### src/rtl/fx2_stream_pkg.sv
// Shared types and defaults for the FX2 slave-FIFO stream writer.
// Imported by the top and the packet timer.
package fx2_stream_pkg;

  typedef enum logic [1:0] {
    IDLE   = 2'd0,
    RUN    = 2'd1,
    COMMIT = 2'd2
  } state_t;

  localparam int FX2_PACKET_WORDS = 256;
  localparam int FX2_PKT_TIMEOUT  = 4096;

endpackage

### src/rtl/fx2_pkt_timer.sv
// Idle-cycle saturating counter and per-packet word counter.
// Flags when a short packet is due for commit.
module fx2_pkt_timer
  import fx2_stream_pkg::*;
#(
  parameter int PACKET_WORDS = FX2_PACKET_WORDS,
  parameter int TIMEOUT      = FX2_PKT_TIMEOUT
) (
  input  logic clk,
  input  logic rst,
  input  logic idle_inc,
  input  logic idle_clr,
  input  logic pkt_inc,
  input  logic pkt_clr,
  output logic timeout_hit,
  output logic pkt_nonzero
);

  localparam int IW = $clog2(TIMEOUT);
  localparam int PW = $clog2(PACKET_WORDS);
  localparam logic [IW-1:0] IDLE_MAX = IW'(TIMEOUT - 1);

  logic [IW-1:0] idle_cnt;
  logic [PW-1:0] pkt_cnt;

  always_ff @(posedge clk) begin
    if (rst || idle_clr) begin
      idle_cnt <= '0;
    end else if (idle_inc && idle_cnt != IDLE_MAX) begin
      idle_cnt <= idle_cnt + IW'(1);
    end
  end

  // Power-of-two width, so a full packet wraps to zero on its own
  always_ff @(posedge clk) begin
    if (rst || pkt_clr) begin
      pkt_cnt <= '0;
    end else if (pkt_inc) begin
      pkt_cnt <= pkt_cnt + PW'(1);
    end
  end

  assign timeout_hit = (idle_cnt == IDLE_MAX);
  assign pkt_nonzero = (pkt_cnt != '0);

endmodule

### src/rtl/fx2_stream_tx.sv
// Drains an FWFT FIFO into the FX2 slave-FIFO write port.
// Short packets are committed with PKTEND after an idle timeout.
module fx2_stream_tx
  import fx2_stream_pkg::*;
#(
  parameter int PACKET_WORDS = FX2_PACKET_WORDS,
  parameter int TIMEOUT      = FX2_PKT_TIMEOUT
) (
  input  logic        STREAM_CLK,
  input  logic        STREAM_RST,
  input  logic        ENABLE,
  input  logic        STREAM_READY,
  input  logic        FIFO_EMPTY_IN,
  input  logic [15:0] FIFO_DATA,
  output logic        FIFO_READ_NEXT_OUT,
  output logic        STREAM_WRITE_N,
  output logic        STREAM_PKTEND_N,
  output logic [15:0] STREAM_DATA,
  output logic [31:0] WORD_COUNT
);

  state_t state;
  state_t state_nxt;
  logic   pop;
  logic   commit_go;
  logic   timeout_hit;
  logic   pkt_nonzero;
  logic   in_run;
  logic   in_commit;

  assign in_run    = (state == RUN);
  assign in_commit = (state == COMMIT);

  // No pop while reset is held, so no word is lost across reset
  assign pop = in_run & ~FIFO_EMPTY_IN & STREAM_READY & ~STREAM_RST;
  assign FIFO_READ_NEXT_OUT = pop;

  assign commit_go = in_run & ~pop & ENABLE & timeout_hit
                   & pkt_nonzero & STREAM_READY;

  fx2_pkt_timer #(
    .PACKET_WORDS(PACKET_WORDS),
    .TIMEOUT     (TIMEOUT)
  ) u_timer (
    .clk        (STREAM_CLK),
    .rst        (STREAM_RST),
    .idle_inc   (in_run & ~pop),
    .idle_clr   (pop | ~in_run),
    .pkt_inc    (pop),
    .pkt_clr    (in_commit),
    .timeout_hit(timeout_hit),
    .pkt_nonzero(pkt_nonzero)
  );

  always_ff @(posedge STREAM_CLK) begin
    if (STREAM_RST) begin
      state <= IDLE;
    end else begin
      state <= state_nxt;
    end
  end

  always_comb begin
    state_nxt = state;
    unique case (state)
      IDLE: begin
        if (ENABLE) state_nxt = RUN;
      end
      RUN: begin
        if (!pop && !ENABLE) state_nxt = IDLE;
        else if (commit_go) state_nxt = COMMIT;
      end
      COMMIT: state_nxt = RUN;
      default: state_nxt = IDLE;
    endcase
  end

  // Pin registers; PKTEND follows the COMMIT cycle, which never pops
  always_ff @(posedge STREAM_CLK) begin
    if (STREAM_RST) begin
      STREAM_WRITE_N  <= 1'b1;
      STREAM_PKTEND_N <= 1'b1;
      STREAM_DATA     <= '0;
      WORD_COUNT      <= '0;
    end else begin
      STREAM_WRITE_N  <= ~pop;
      STREAM_PKTEND_N <= ~in_commit;
      if (pop) begin
        STREAM_DATA <= FIFO_DATA;
        WORD_COUNT  <= WORD_COUNT + 32'd1;
      end
    end
  end

endmodule

### config.mk
export PLATFORM = sky130hd
export DESIGN_NAME = fx2_stream_tx
export DESIGN_NICKNAME = d
export VERILOG_FILES = /design/src/rtl/fx2_stream_pkg.sv /design/src/rtl/fx2_pkt_timer.sv /design/src/rtl/fx2_stream_tx.sv
export SDC_FILE = /design/constraint.sdc
export NUM_CORES = 1
export LEC_CHECK = 0
export BUFFER_PORTS_ARGS = -buffer_cell sky130_fd_sc_hd__buf_4
export CAP_MARGIN = 20
export CORE_AREA = 2 2 89 91
export DETAILED_ROUTE_END_ITERATION = 16
export DIE_AREA = 0 0 91 93
export PLACE_DENSITY = 0.69
export SYNTH_ARGS = -nofsm -noshare
export SYNTH_HDL_FRONTEND = slang
export SYNTH_SLANG_ARGS = --single-unit
### constraint.sdc
create_clock -name STREAM_CLK -period 2.1 [get_ports STREAM_CLK]
set_clock_uncertainty 0.1 [all_clocks]
set_input_delay 0.315 -clock STREAM_CLK [delete_from_list [all_inputs] [get_ports STREAM_CLK]]
set_output_delay 0.315 -clock STREAM_CLK [all_outputs]
set_load 0.05 [all_outputs]
==> flow_results.org, run 1 <==
** Run status
- Status :: completed

** STA
- Setup violations, final :: 0
- Setup repair after global routing left no endpoint under its margin.
- Dividing the final minimum period by the clock period gives 92.8%.
- The smallest clock period supported by the final layout is computed as 1.95 ns.
- Total count of max-transition violations in the final report :: 0
- Worst max-slew margin expressed relative to the limit :: 67.0%
- Timing-limited maximum frequency :: 513 MHz
- The number of hold violations in the final report was 0.
- Slew @ Worst Pin :: 0.493 ns
- Summed over all failing endpoints, the final setup total negative slack is 0 ns.

** Synth
- Top_reg_cell synth :: dfxtp_1
- Sequential fraction of the synthesis area :: 44.0%
- In this run, synthesis produced a sequential element count of 72.
- In this run, synthesis inferred 0 flip-flops with an integrated enable.
- Warnings, synthesis :: 0
- In the synthesized netlist, the number of instances is 396.
- After synthesis, the netlist uses 45 different library cells.
- Average size of a mapped cell :: 8.27 um^2
- Counting flops with an async set or reset pin after synthesis yields a share of 0%.
- The mapped netlist covers 3280 um^2.
- The number of nets in the synthesized netlist is 421.

** Critical path
- Data on the critical path arrives at its endpoint at 2.08 ns.
- Worst setup path class :: flop to flop
- Worst reg2reg path startpoint :: state[0]$_SDFFE_PP0P_
- Worst setup startpoint :: state[0]$_SDFFE_PP0P_
- STA puts the critical path data required time at 2.23 ns.
- Endpoint type of the worst setup path :: flop
- The worst setup path is launched from a flop.
- Of all nets on the critical path, the largest fanout is 7.
- R2R depth :: 5

** Place
- IO Port Bufs :: 71
- The wire-length estimate of the detail-placed layout is 5770 um.
- Placer's final routability congestion estimate :: 0.843

** Routing
- Via density per instance :: 5.45
- The final route contains 3176 vias.
- In this run the top signal layer used is met4.
- Router iterations before antenna repair :: 4
- Met2 WL :: 3860 um
- Detailed-route DRC error count :: 0
- Drt first-iter violations :: 124
- The final layout contains routed wiring with a total length of 7930 um.
- Routed WL per cell :: 13.6 um
- After detailed routing, the wire length on met1 is 3650 um.
- Met3 Wirelength :: 252 um
- The detail route stage leaves a number of antenna-violating nets equal to 0.

** CTS
- Clock buffer count from CTS :: 9
- Clock latency on the worst-skew pair :: 0.35 ns
- Deepest clock path buffer count :: 2
- The tree built by TritonCTS fans out to 72 sinks.
- Hold repair after CTS inserted 0 buffers.
- Post-CTS timing repair inserted 0 buffers for setup.
- CTS Root Buffer Type :: clkbuf_8
- In this run the number of H-tree levels came out at 3.
- TritonCTS built the clock tree.
- Clock-pin slew was measured on the worst setup and hold paths at 0.08 ns.

** Min path
- The worst hold path begins at FIFO_DATA[9].
- The min-delay analysis places its worst path in the category primary input to flop.
- Number of instances on the worst hold path :: 3

** Die
- Die extent in x :: 91 um
- The core region is 7530 um^2.
- The initialized floorplan defines 32 standard-cell rows.
- Die area :: 8460 um^2
- I/O pin count :: 72
- The die is 93 um tall.
- Initial standard-cell utilization of the core :: 43.5%

** Cells and area
- Fill cells in the final layout number 720.
- The repair_antennas step left the layout with diodes totalling 0.
- Footprint of the multi-input gates :: 1720 um^2
- Of the cells placed in the final design, the portion with a size suffix greater than 1 is 27.9%.
- Synth-to-layout area growth :: 29.0%
- Most frequent standard cell in the layout excluding fill and tap cells :: buf_4
- Flip-flop and latch area :: 1470 um^2
- Leaving out fill and tap cells, the most frequent cells in the layout are buf_4 (90), dfxtp_1 (52), nand2_1 (51).
- In the final design database the tool counted 501 nets.

** Flow run
- Across the run, the number of max-cap violations was 0.

** Pwr
- The design draws 2.62 mW.
- Static leakage power :: 1.63 nW
- Cell area power density :: 621 nW/um^2
- Across the VDD grid, the largest voltage drop is 370 uV.

** GRT
- Antenna violations before repair :: 0
- Entering global routing, the biggest net connects 33 pins.
- Congestion Overflow GR :: 0
- Overall fraction of global-route tracks in use :: 19.5%
- The via count of the first global-routing pass came to 2945.
- Global-route wire length before repair :: 13600 um
-- logic make-up after synthesis --
family	count (synthesis)	share of synthesized area (%)
AOI/OAI and AO/OA	69	13.3
and+or+nand+nor	200	32.1
adders and majority gates	4	1.53
muxes	4	1.34
xor gates and xnor gates	15	4.01
DFF	72	44.0
buffers and inverters	32	3.74
-- Yosys cell counts, types with 4 or more instances --
master / number / share of area (%)
nand4_1: 13 / 2.5
dfxtp_1: 72 / 44
nor3_1: 9 / 1.4
nor2_1: 25 / 2.9
xor2_1: 5 / 1.3
clkbuf_1: 17 / 1.9
o31ai_1: 15 / 3.4
xnor2_1: 10 / 2.7
nand3_1: 40 / 6.1
a21oi_1: 28 / 4.3
inv_1: 11 / 1.3
ha_1: 4 / 1.5
nor4_1: 6 / 1.1
and4_1: 6 / 1.6
and3_1: 4 / 0.76
nand2_1: 51 / 5.8
or4_1: 15 / 3.4
o21ai_0: 12 / 1.8
or2_2: 4 / 0.76
or3_1: 11 / 2.1
nor2b_1: 5 / 0.95
-- area by class of cell --
type                       instances  share of cell area, %
clock buffer                      11                   3.35
clock inverter                     5                   1.33
inverter                          11                  0.977
multi-input combinational        292                   40.6
sequential                        72                   34.7
tap                              102                   3.02
timing repair buffer              90                   16.0
-- power by group --
group / switching (mW) / internal [mW] / total [mW]
clock network: 0.519 / 0.579 / 1.10
registers: 0.00752 / 1.37 / 1.38
logic: 0.0849 / 0.0575 / 0.142
-- final timing paths --
kind / slack (ns) / endpoint
min reg2reg: 0.36 / STREAM_DATA[14]$_SDFFE_PP0P_
max reg2reg: 0.15 / WORD_COUNT[19]$_SDFFE_PP0P_
min: 0.04 / STREAM_DATA[9]$_SDFFE_PP0P_
max: 0.15 / WORD_COUNT[19]$_SDFFE_PP0P_
-- timing repair --
item	4_1_cts	5_1_grt
endpoints found under the hold margin	0	0
gates resized for setup	0	1
endpoints found under the setup margin	0	1
-- registers in the layout, indices dropped and copies added (netlist names) --
signal            count
WORD_COUNT           32
STREAM_DATA          16
u_timer.idle_cnt     12
u_timer.pkt_cnt       8
state                 2
STREAM_PKTEND_N       1
STREAM_WRITE_N        1
-- worst max-delay path: stages, from the launching register on --
cell and delay [ns]:
dfxtp_2 0.36, or3b_1 0.37, or4_1 0.49, buf_4 0.19, o31ai_1 0.24, a21oi_1 0.09
-- stage by stage --
step	cell area, um^2	util, %	hold WS [ns]	setup WS (ns)	std cells
6_report	4230	56.2	0.0429	0.152	583
5_1_grt	4230	56.2	0.0427	0.000262	583
4_1_cts	4220	56.1	0.0317	0.119	583
3_5_place_dp	4020	53.5	0.349	0.0588	567
3_3_place_gp	4020	53.5	0.343	0.0918	567
2_1_floorplan	3310	-	0.314	0.00807	396
-- routing by layer --
layer / track usage, % / up-vias
met3: 2.98 / 13
met5: 0 / -
met2: 32.2 / 50
li1: - / 1600
met1: 25.3 / 1513
met4: 9.09 / 0
Power figures use the tool's default switching activity.
==> run 2: changes to the inputs <==
--- a/config.mk
+++ b/config.mk
@@ -7,10 +7,9 @@
 export LEC_CHECK = 0
 export BUFFER_PORTS_ARGS = -buffer_cell sky130_fd_sc_hd__buf_4
 export CAP_MARGIN = 20
-export CORE_AREA = 2 2 89 91
+export CORE_AREA = 2 2 105 86
 export DETAILED_ROUTE_END_ITERATION = 16
-export DIE_AREA = 0 0 91 93
-export PLACE_DENSITY = 0.69
+export DIE_AREA = 0 0 107 88
 export SYNTH_ARGS = -nofsm -noshare
 export SYNTH_HDL_FRONTEND = slang
 export SYNTH_SLANG_ARGS = --single-unit
==> flow_results.org, run 2 (same netlist as run 1, synthesis figures left out) <==
** Place
- Placed wire-length estimate after detailed placement :: 5960 um (+3.3%)
- The weighted congestion reported at the end of routability-driven placement was 0.809 (-4.1%).
- The worst slack at placement is 0.0670 ns (+0.00820 ns).
- The instance area at placement is 4040 um^2 (+0.50%).
- IO Port Bufs :: 71 (unchanged)

** Routing
- Final wirelength :: 8230 um (+3.8%)
- The via total after detailed routing was 3164 (-0.38%).
- The total iterations of the first detailed-routing run was 4 (unchanged).
- The average wire per standard cell was 13.9 um (+1.9%).
- The number of remaining DRC errors is 0 (unchanged).
- Drt first-iter violations :: 132 (+6.5%)
- The number of nets with antenna violations after detailed routing was 0 (unchanged).
- The number of vias per cell came to 5.33 (-2.2%).

** CTS
- Count of buffers added by post-CTS timing repair for setup :: 0 (unchanged)
- The clock-pin slew reported for the worst setup and hold paths after clock tree synthesis is 0.08 ns (about the same).
- The clock latency reported for the late side of the worst-skew pair came to 0.33 ns (-0.02 ns).
- The H-tree depth reported by CTS is 3 (unchanged).
- The cts-stage hold buffer count is 0 (unchanged).
- Clock buffer count from CTS :: 9 (unchanged)
- The TritonCTS sink count was 72 (unchanged).
- Deepest clock path buffer count :: 2 (unchanged)
- Clock tree from TritonCTS :: built
- CTS Root Buffer Type :: clkbuf_8

** STA
- Worst max-slew margin expressed relative to the limit :: 73.7% (+6.7 points)
- The number of endpoints failing setup at the final stage was 0 (unchanged).
- Number of failing hold endpoints at the final stage :: 0 (unchanged)
- Period minus WS final :: 1.97 ns (+0.0210 ns)
- The transition time at the pin with the least slew margin is 0.384 ns (-0.109 ns).
- Timing-limited maximum frequency :: 508 MHz (-1.1%)
- The sum of negative setup slack is 0 ns (unchanged).
- RSZ-0062 raised after global routing :: false
- Worst Hold Margin :: 0.0601 ns (+0.0172 ns)
- The final count of pins violating max slew is 0 (unchanged).
- Crit share post-route :: 93.8% (+1.0 points)
- The minimum setup slack in the final design is 0.131 ns (-0.0210 ns).

** Die
- The number of cell rows is 30 (-6.3%).
- The die height was 88 um (-5.4%).
- The area enclosed by the die boundary is 9420 um^2 (+11%).
- Initial standard-cell utilization of the core :: 39.1% (-4.4 points)
- The core region area was 8370 um^2 (+11%).
- Die extent in x :: 107 um (+18%)
- I/O pin count :: 72 (unchanged)

** GRT
- The overall overflow remaining after global route is 0 (unchanged).
- Overall fraction of global-route tracks in use :: 18.0% (-1.6 points)
- Largest net degree at the start of global routing :: 31 (-6.1%)
- Via count of the first global-routing pass :: 2901 (-1.5%)
- The initial antenna violation count was 0 (unchanged).
- The wire length of the first global-routing pass came to 13700 um (+0.61%).

** Cells and area
- The total number of nets in the final design was 502 (+0.20%).
- Most frequent cells in the layout :: buf_4 (90), dfxtp_1 (52), nand2_1 (51)
- Number of flip-flops under the largest register name :: 32 (unchanged)
- Synth-to-layout area growth :: 30.5%
- The total inserted antenna cells was 0 (unchanged).
- Final cell utilization of the core :: 51.1% (-5.0 points)
- In the final layout, the registers with the most flip-flops are WORD_COUNT: 32 flops, STREAM_DATA: 16 flops, u_timer.idle_cnt: 12 flops.
- More flip-flops sit in one register than any other, and that register is WORD_COUNT.
- The fraction of final layout cells with drive strength greater than 1 was 28.0% (+0.15 points).
- Final Instance Area :: 4280 um^2 (+1.2%)
- Most frequent standard cell in the layout excluding fill and tap cells :: buf_4

** Pwr
- Cell area power density :: 647 nW/um^2 (+4.2%)
- Static leakage power :: 1.65 nW (+1.5%)
- Maximum vdd drop :: 354 uV (-4.4%)

** Critical path
- The data arrival time of the critical path was 2.08 ns (about the same).
- Endpoint type of the worst setup path :: flop
- Worst setup path class :: flop to flop
- The highest net fanout along the worst path came to 7 (unchanged).
- The required time at the endpoint of the critical path is 2.21 ns (-0.02 ns).
- Critical path startpoint category :: flop

** Min path
- The tightest min-delay check is of the primary input to flop type.

** Run status
- Status :: completed

** Flow run
- Max_cap viols :: 0 (unchanged)
-- run 2: per-layer routing --
layer	part of all wire, %	global-route usage, %	wire length, um
met1	50	24.8	4140
met2	44	28.2	3660
met3	4.8	4.61	399
met4	0.38	4.60	31
met5	0	0	0
-- run 2: path summary, 6_finish.rpt --
path / start / end / slack (ns) / cells past startpoint
max: state[0]$_SDFFE_PP0P_ / WORD_COUNT[19]$_SDFFE_PP0P_ / 0.13 / 5
min: FIFO_DATA[15] / STREAM_DATA[15]$_SDFFE_PP0P_ / 0.06 / 3
max reg2reg: state[0]$_SDFFE_PP0P_ / WORD_COUNT[19]$_SDFFE_PP0P_ / 0.13 / 5
min reg2reg: STREAM_DATA[2]$_SDFFE_PP0P_ / STREAM_DATA[2]$_SDFFE_PP0P_ / 0.36 / 2
-- run 2: layout make-up --
| class | instances | area (um^2) |
|---|---|---|
| Clock inverter | 5 | 78.8 |
| Sequential cell | 72 | 1470 |
| Fill cell | 815 | 4090 |
| Inverter | 11 | 41.3 |
| Timing Repair Buffer | 91 | 687 |
| Clock buffer | 11 | 151 |
| Tap cell | 112 | 140 |
| Multi-Input combinational cell | 292 | 1710 |
-- run 2: critical path, stage by stage (launching register included) --
cell and delay (ns):
dfxtp_2 0.38, or3b_1 0.37, or4_1 0.48, buf_4 0.19, o31ai_1 0.23, a21oi_1 0.09
-- run 2: per-stage QoR --
step	std cells	total power, mW
2_1_floorplan	396	1.49
3_3_place_gp	578	1.56
3_5_place_dp	578	1.56
4_1_cts	594	2.80
5_1_grt	594	2.87
6_report	594	2.77
-- run 2: power by group --
group	internal (mW)	switching [mW]
Combinational	0.0582	0.0863
Clock	0.732	0.507
Sequential	1.38	0.00820
-- run 2: what timing repair did --
item | 4_1_cts | 5_1_grt
gates resized for setup | 0 | 1
hold endpoints to repair | 0 | 0
endpoints found under the setup margin | 0 | 1
==> run 3: changes to the inputs <==
--- a/config.mk
+++ b/config.mk
@@ -7,9 +7,10 @@
 export LEC_CHECK = 0
 export BUFFER_PORTS_ARGS = -buffer_cell sky130_fd_sc_hd__buf_4
 export CAP_MARGIN = 20
-export CORE_AREA = 2 2 105 86
+export CORE_AREA = 2 2 102 85
 export DETAILED_ROUTE_END_ITERATION = 16
-export DIE_AREA = 0 0 107 88
+export DIE_AREA = 0 0 104 87
+export PLACE_DENSITY = 0.65
 export SYNTH_ARGS = -nofsm -noshare
 export SYNTH_HDL_FRONTEND = slang
 export SYNTH_SLANG_ARGS = --single-unit
==> flow_results.org, run 3 (same netlist as run 1, synthesis figures left out) <==
** Run status
- The flow ran to the end, and the final reports show no timing, DRC or antenna violations.

** STA
- Worst max-slew margin expressed relative to the limit :: 72.7% (-0.96 points)
- Total count of max-transition violations in the final report :: 0 (unchanged)
- Setup violations, final :: 0 (unchanged)
- Worst Hold Margin :: 0.0390 ns (-0.0211 ns)
- The share of the cycle needed by the critical path after routing is 93.2% (-0.59 points).
- Slew @ Worst Pin :: 0.406 ns (+0.0212 ns)
- The sum of negative setup slack is 0 ns (unchanged).
- Setup repair after global routing left no endpoint under its margin.
- Period minus WS final :: 1.96 ns (-0.0123 ns)
- Timing-limited maximum frequency :: 511 MHz (+0.63%)
- The minimum setup slack in the final design is 0.143 ns (+0.0123 ns).
- The number of hold violations in the final report is 0 (unchanged).

** Critical path
- Critical path startpoint category :: flop
- The depth of the worst register-to-register path was 5 (unchanged).
- Arrival time reported for the critical path endpoint :: 2.09 ns (about the same)
- Reg-to-reg setup timing slack :: 0.14 ns (about the same)
- Delay-heaviest family, CP :: simple AND/OR/NAND/NOR gates
- The signal on the critical path passes through or3b_1 -> or4_4 -> buf_4 -> o31ai_1 -> a21oi_1.
- Endpoint type of the worst setup path :: flop
- Worst setup path class :: flop to flop
- In this run the critical register-to-register path is launched from state[0]$_SDFFE_PP0P_.
- The endpoint identified for the worst register-to-register timing path is WORD_COUNT[21]$_SDFFE_PP0P_.
- Number of buffer and inverter instances along the worst setup path :: 1 (unchanged)
- The required time at the endpoint of the critical path came to 2.24 ns (+0.03 ns).
- Critical path destination :: WORD_COUNT[21]$_SDFFE_PP0P_
- The largest stage delay on the critical path was 0.45 ns (-0.03 ns).
- The cell depth of the worst setup path was 5 (unchanged).
- The most critical setup path has its startpoint at state[0]$_SDFFE_PP0P_.
- Critical Path Slowest Stage Cell :: or4_4
- Highest net fanout along the worst path :: 7 (unchanged)

** Cells and area
- Biggest register :: WORD_COUNT
- Most frequent cells in the layout :: buf_4 (92), dfxtp_1 (52), nand2_1 (51)
- Share of cells above drive strength 1 :: 28.6% (+0.56 points)
- The largest registers in the layout are WORD_COUNT: 32 flops, STREAM_DATA: 16 flops, u_timer.idle_cnt: 12 flops.
- The library cell used most frequently in the layout, excluding fill and tap cells, is buf_4.
- The total inserted antenna cells came to 0 (unchanged).
- Number of flip-flops under the largest register name :: 32 (unchanged)
- The total number of nets in the final design was 503 (+0.20%).
- The area of all placed cells without fillers was 4270 um^2 (-0.12%).
- Compared with the post-synthesis result, the final layout area differs by 30.4%.
- The end-of-flow core utilization is 52.7% (+1.6 points).

** Place
- IO Port Bufs :: 71 (unchanged)
- The instance area at placement was 4050 um^2 (+0.19%).
- The post-DP HPWL was 5980 um (+0.38%).
- Placer's final routability congestion estimate :: 0.826 (+2.1%)
- Placement Setup Slack :: 0.0531 ns (-0.0139 ns)

** Routing
- The number of remaining DRC errors is 0 (unchanged).
- The initial DRC count was 145 (+9.8%).
- Final wirelength :: 8200 um (-0.43%)
- Via density per instance :: 5.31 (-0.23%)
- The average wire per standard cell came to 13.8 um (-0.59%).
- The via total after detailed routing is 3162 (-0.063%).
- The total iterations of the first detailed-routing run came to 4 (unchanged).
- The number of nets with antenna violations after detailed routing is 0 (unchanged).

** CTS
- Clock latency on the worst-skew pair :: 0.35 ns (+0.02 ns)
- The number of buffers between clock root and the deepest sink came to 2 (unchanged).
- Clock transition time at the flip-flop clock pins of the worst setup and hold paths :: 0.08 ns (about the same)
- Sink Count :: 72 (unchanged)
- Count of buffers added by post-CTS timing repair for setup :: 0 (unchanged)
- Maximum level of the CTS H-tree :: 3 (unchanged)
- Clock tree from TritonCTS :: built
- The cts-stage hold buffer count was 0 (unchanged).
- Clock buffer count from CTS :: 9 (unchanged)
- Count of instances resized after the clock tree is built :: 1 (+1)
- The root buffer cell chosen for the clock tree is clkbuf_8.

** GRT
- The pin count of the biggest net entering global routing came to 29 (-6.5%).
- Global-route wire length before repair :: 13500 um (-1.4%)
- The via count of the first global-routing pass is 2780 (-4.2%).
- The combined global-route utilization of all metal layers is 18.5% (+0.52 points).
- Congestion Overflow GR :: 0 (unchanged)
- Antenna violations before repair :: 0 (unchanged)

** Pwr
- Part of the power in the clock network :: 42.7% (-2.1 points)
- Switching Share :: 23.5% (+1.7 points)
- The largest vdd supply drop was 391 uV (+11%).
- The switching power is 627 uW (+4.3%).
- The fraction of power consumed by sequential logic came to 51.8% (+1.8 points).
- The part of the total power dissipated in combinational logic was 5.5% (+0.3 points).
- Cell area power density :: 625 nW/um^2 (-3.3%)
- The internal power contribution is 2.04 mW (-5.6%).
- Static leakage power :: 1.65 nW (-0.52%)

** Die
- Die extent in x :: 104 um (-2.8%)
- The die height was 87 um (-1.1%).
- Initial standard-cell utilization of the core :: 40.4% (+1.3 points)
- # rows :: 30 (unchanged)
- I/O pin count :: 72 (unchanged)
- The core region area was 8110 um^2 (-3.1%).
- Die area :: 9050 um^2 (-3.9%)

** Flow run
- The number of max-capacitance violations reported is 0 (unchanged).

** Min path
- Worst hold path class :: primary input to flop
-- run 3: cell count changes in the layout (fill, tap and decap cells not counted), sizes merged --
| cell | previous run | this run |
|---|---|---|
| clkinvlp | 0 | 2 |
| buf | 91 | 92 |
| clkinv | 3 | 2 |
| bufinv | 2 | 1 |
-- run 3: metal layers --
metal  vias to the layer above  part of all wire [%]  track usage, %  wire length, um
li1                       1606                     -               -                -
met4                         0                   1.0            5.53               85
met5                         -                     0               0                0
met1                      1478                    48            24.7             3950
met3                         8                   5.0            5.16              410
met2                        70                    46            29.4             3750
-- run 3: worst min path at each step --
| stage | from | endpoint | slack (ns) | cells after the start |
|---|---|---|---|---|
| after floorplan | FIFO_DATA[0] | STREAM_DATA[0]$_SDFFE_PP0P_ | 0.31 | 2 |
| after global routing | FIFO_DATA[0] | STREAM_DATA[0]$_SDFFE_PP0P_ | 0.03 | 3 |
| after detailed placement | STREAM_DATA[7]$_SDFFE_PP0P_ | STREAM_DATA[7]$_SDFFE_PP0P_ | 0.35 | 2 |
| after CTS | FIFO_DATA[9] | STREAM_DATA[9]$_SDFFE_PP0P_ | 0.03 | 3 |
| after global placement | STREAM_DATA[10]$_SDFFE_PP0P_ | STREAM_DATA[10]$_SDFFE_PP0P_ | 0.34 | 2 |
| final | FIFO_DATA[9] | STREAM_DATA[9]$_SDFFE_PP0P_ | 0.04 | 3 |
-- run 3: area by class of cell --
class	instances	area, um^2
Inverter	11	41.3
Clock inverter	5	55.1
Fill cell	813	3830
Multi-Input combinational cell	292	1730
Timing Repair Buffer	92	691
Clock buffer	11	151
Tap cell	112	140
Sequential cell	72	1470
-- run 3: power by group through the flow --
stage | sequential, mW | clock (mW) | combinational (mW)
after detailed placement | 1.41 | 0 | 0.145
final | 1.38 | 1.14 | 0.147
after global routing | 1.38 | 1.23 | 0.158
after global placement | 1.41 | 0 | 0.144
after CTS | 1.38 | 1.17 | 0.146
after floorplan | 1.44 | 0 | 0.0511
-- run 3: metrics by stage --
stage	total power [mW]	cells
after floorplan	1.49	396
after global placement	1.56	579
after detailed placement	1.56	579
after CTS	2.70	595
after global routing	2.78	595
final	2.67	595
-- run 3: worst register-to-register path, cell delays in order, from the launching register on --
cell and delay, ns:
dfxtp_2 0.38, or3b_1 0.39, or4_4 0.45, buf_4 0.17
o31ai_1 0.26, a21oi_1 0.09
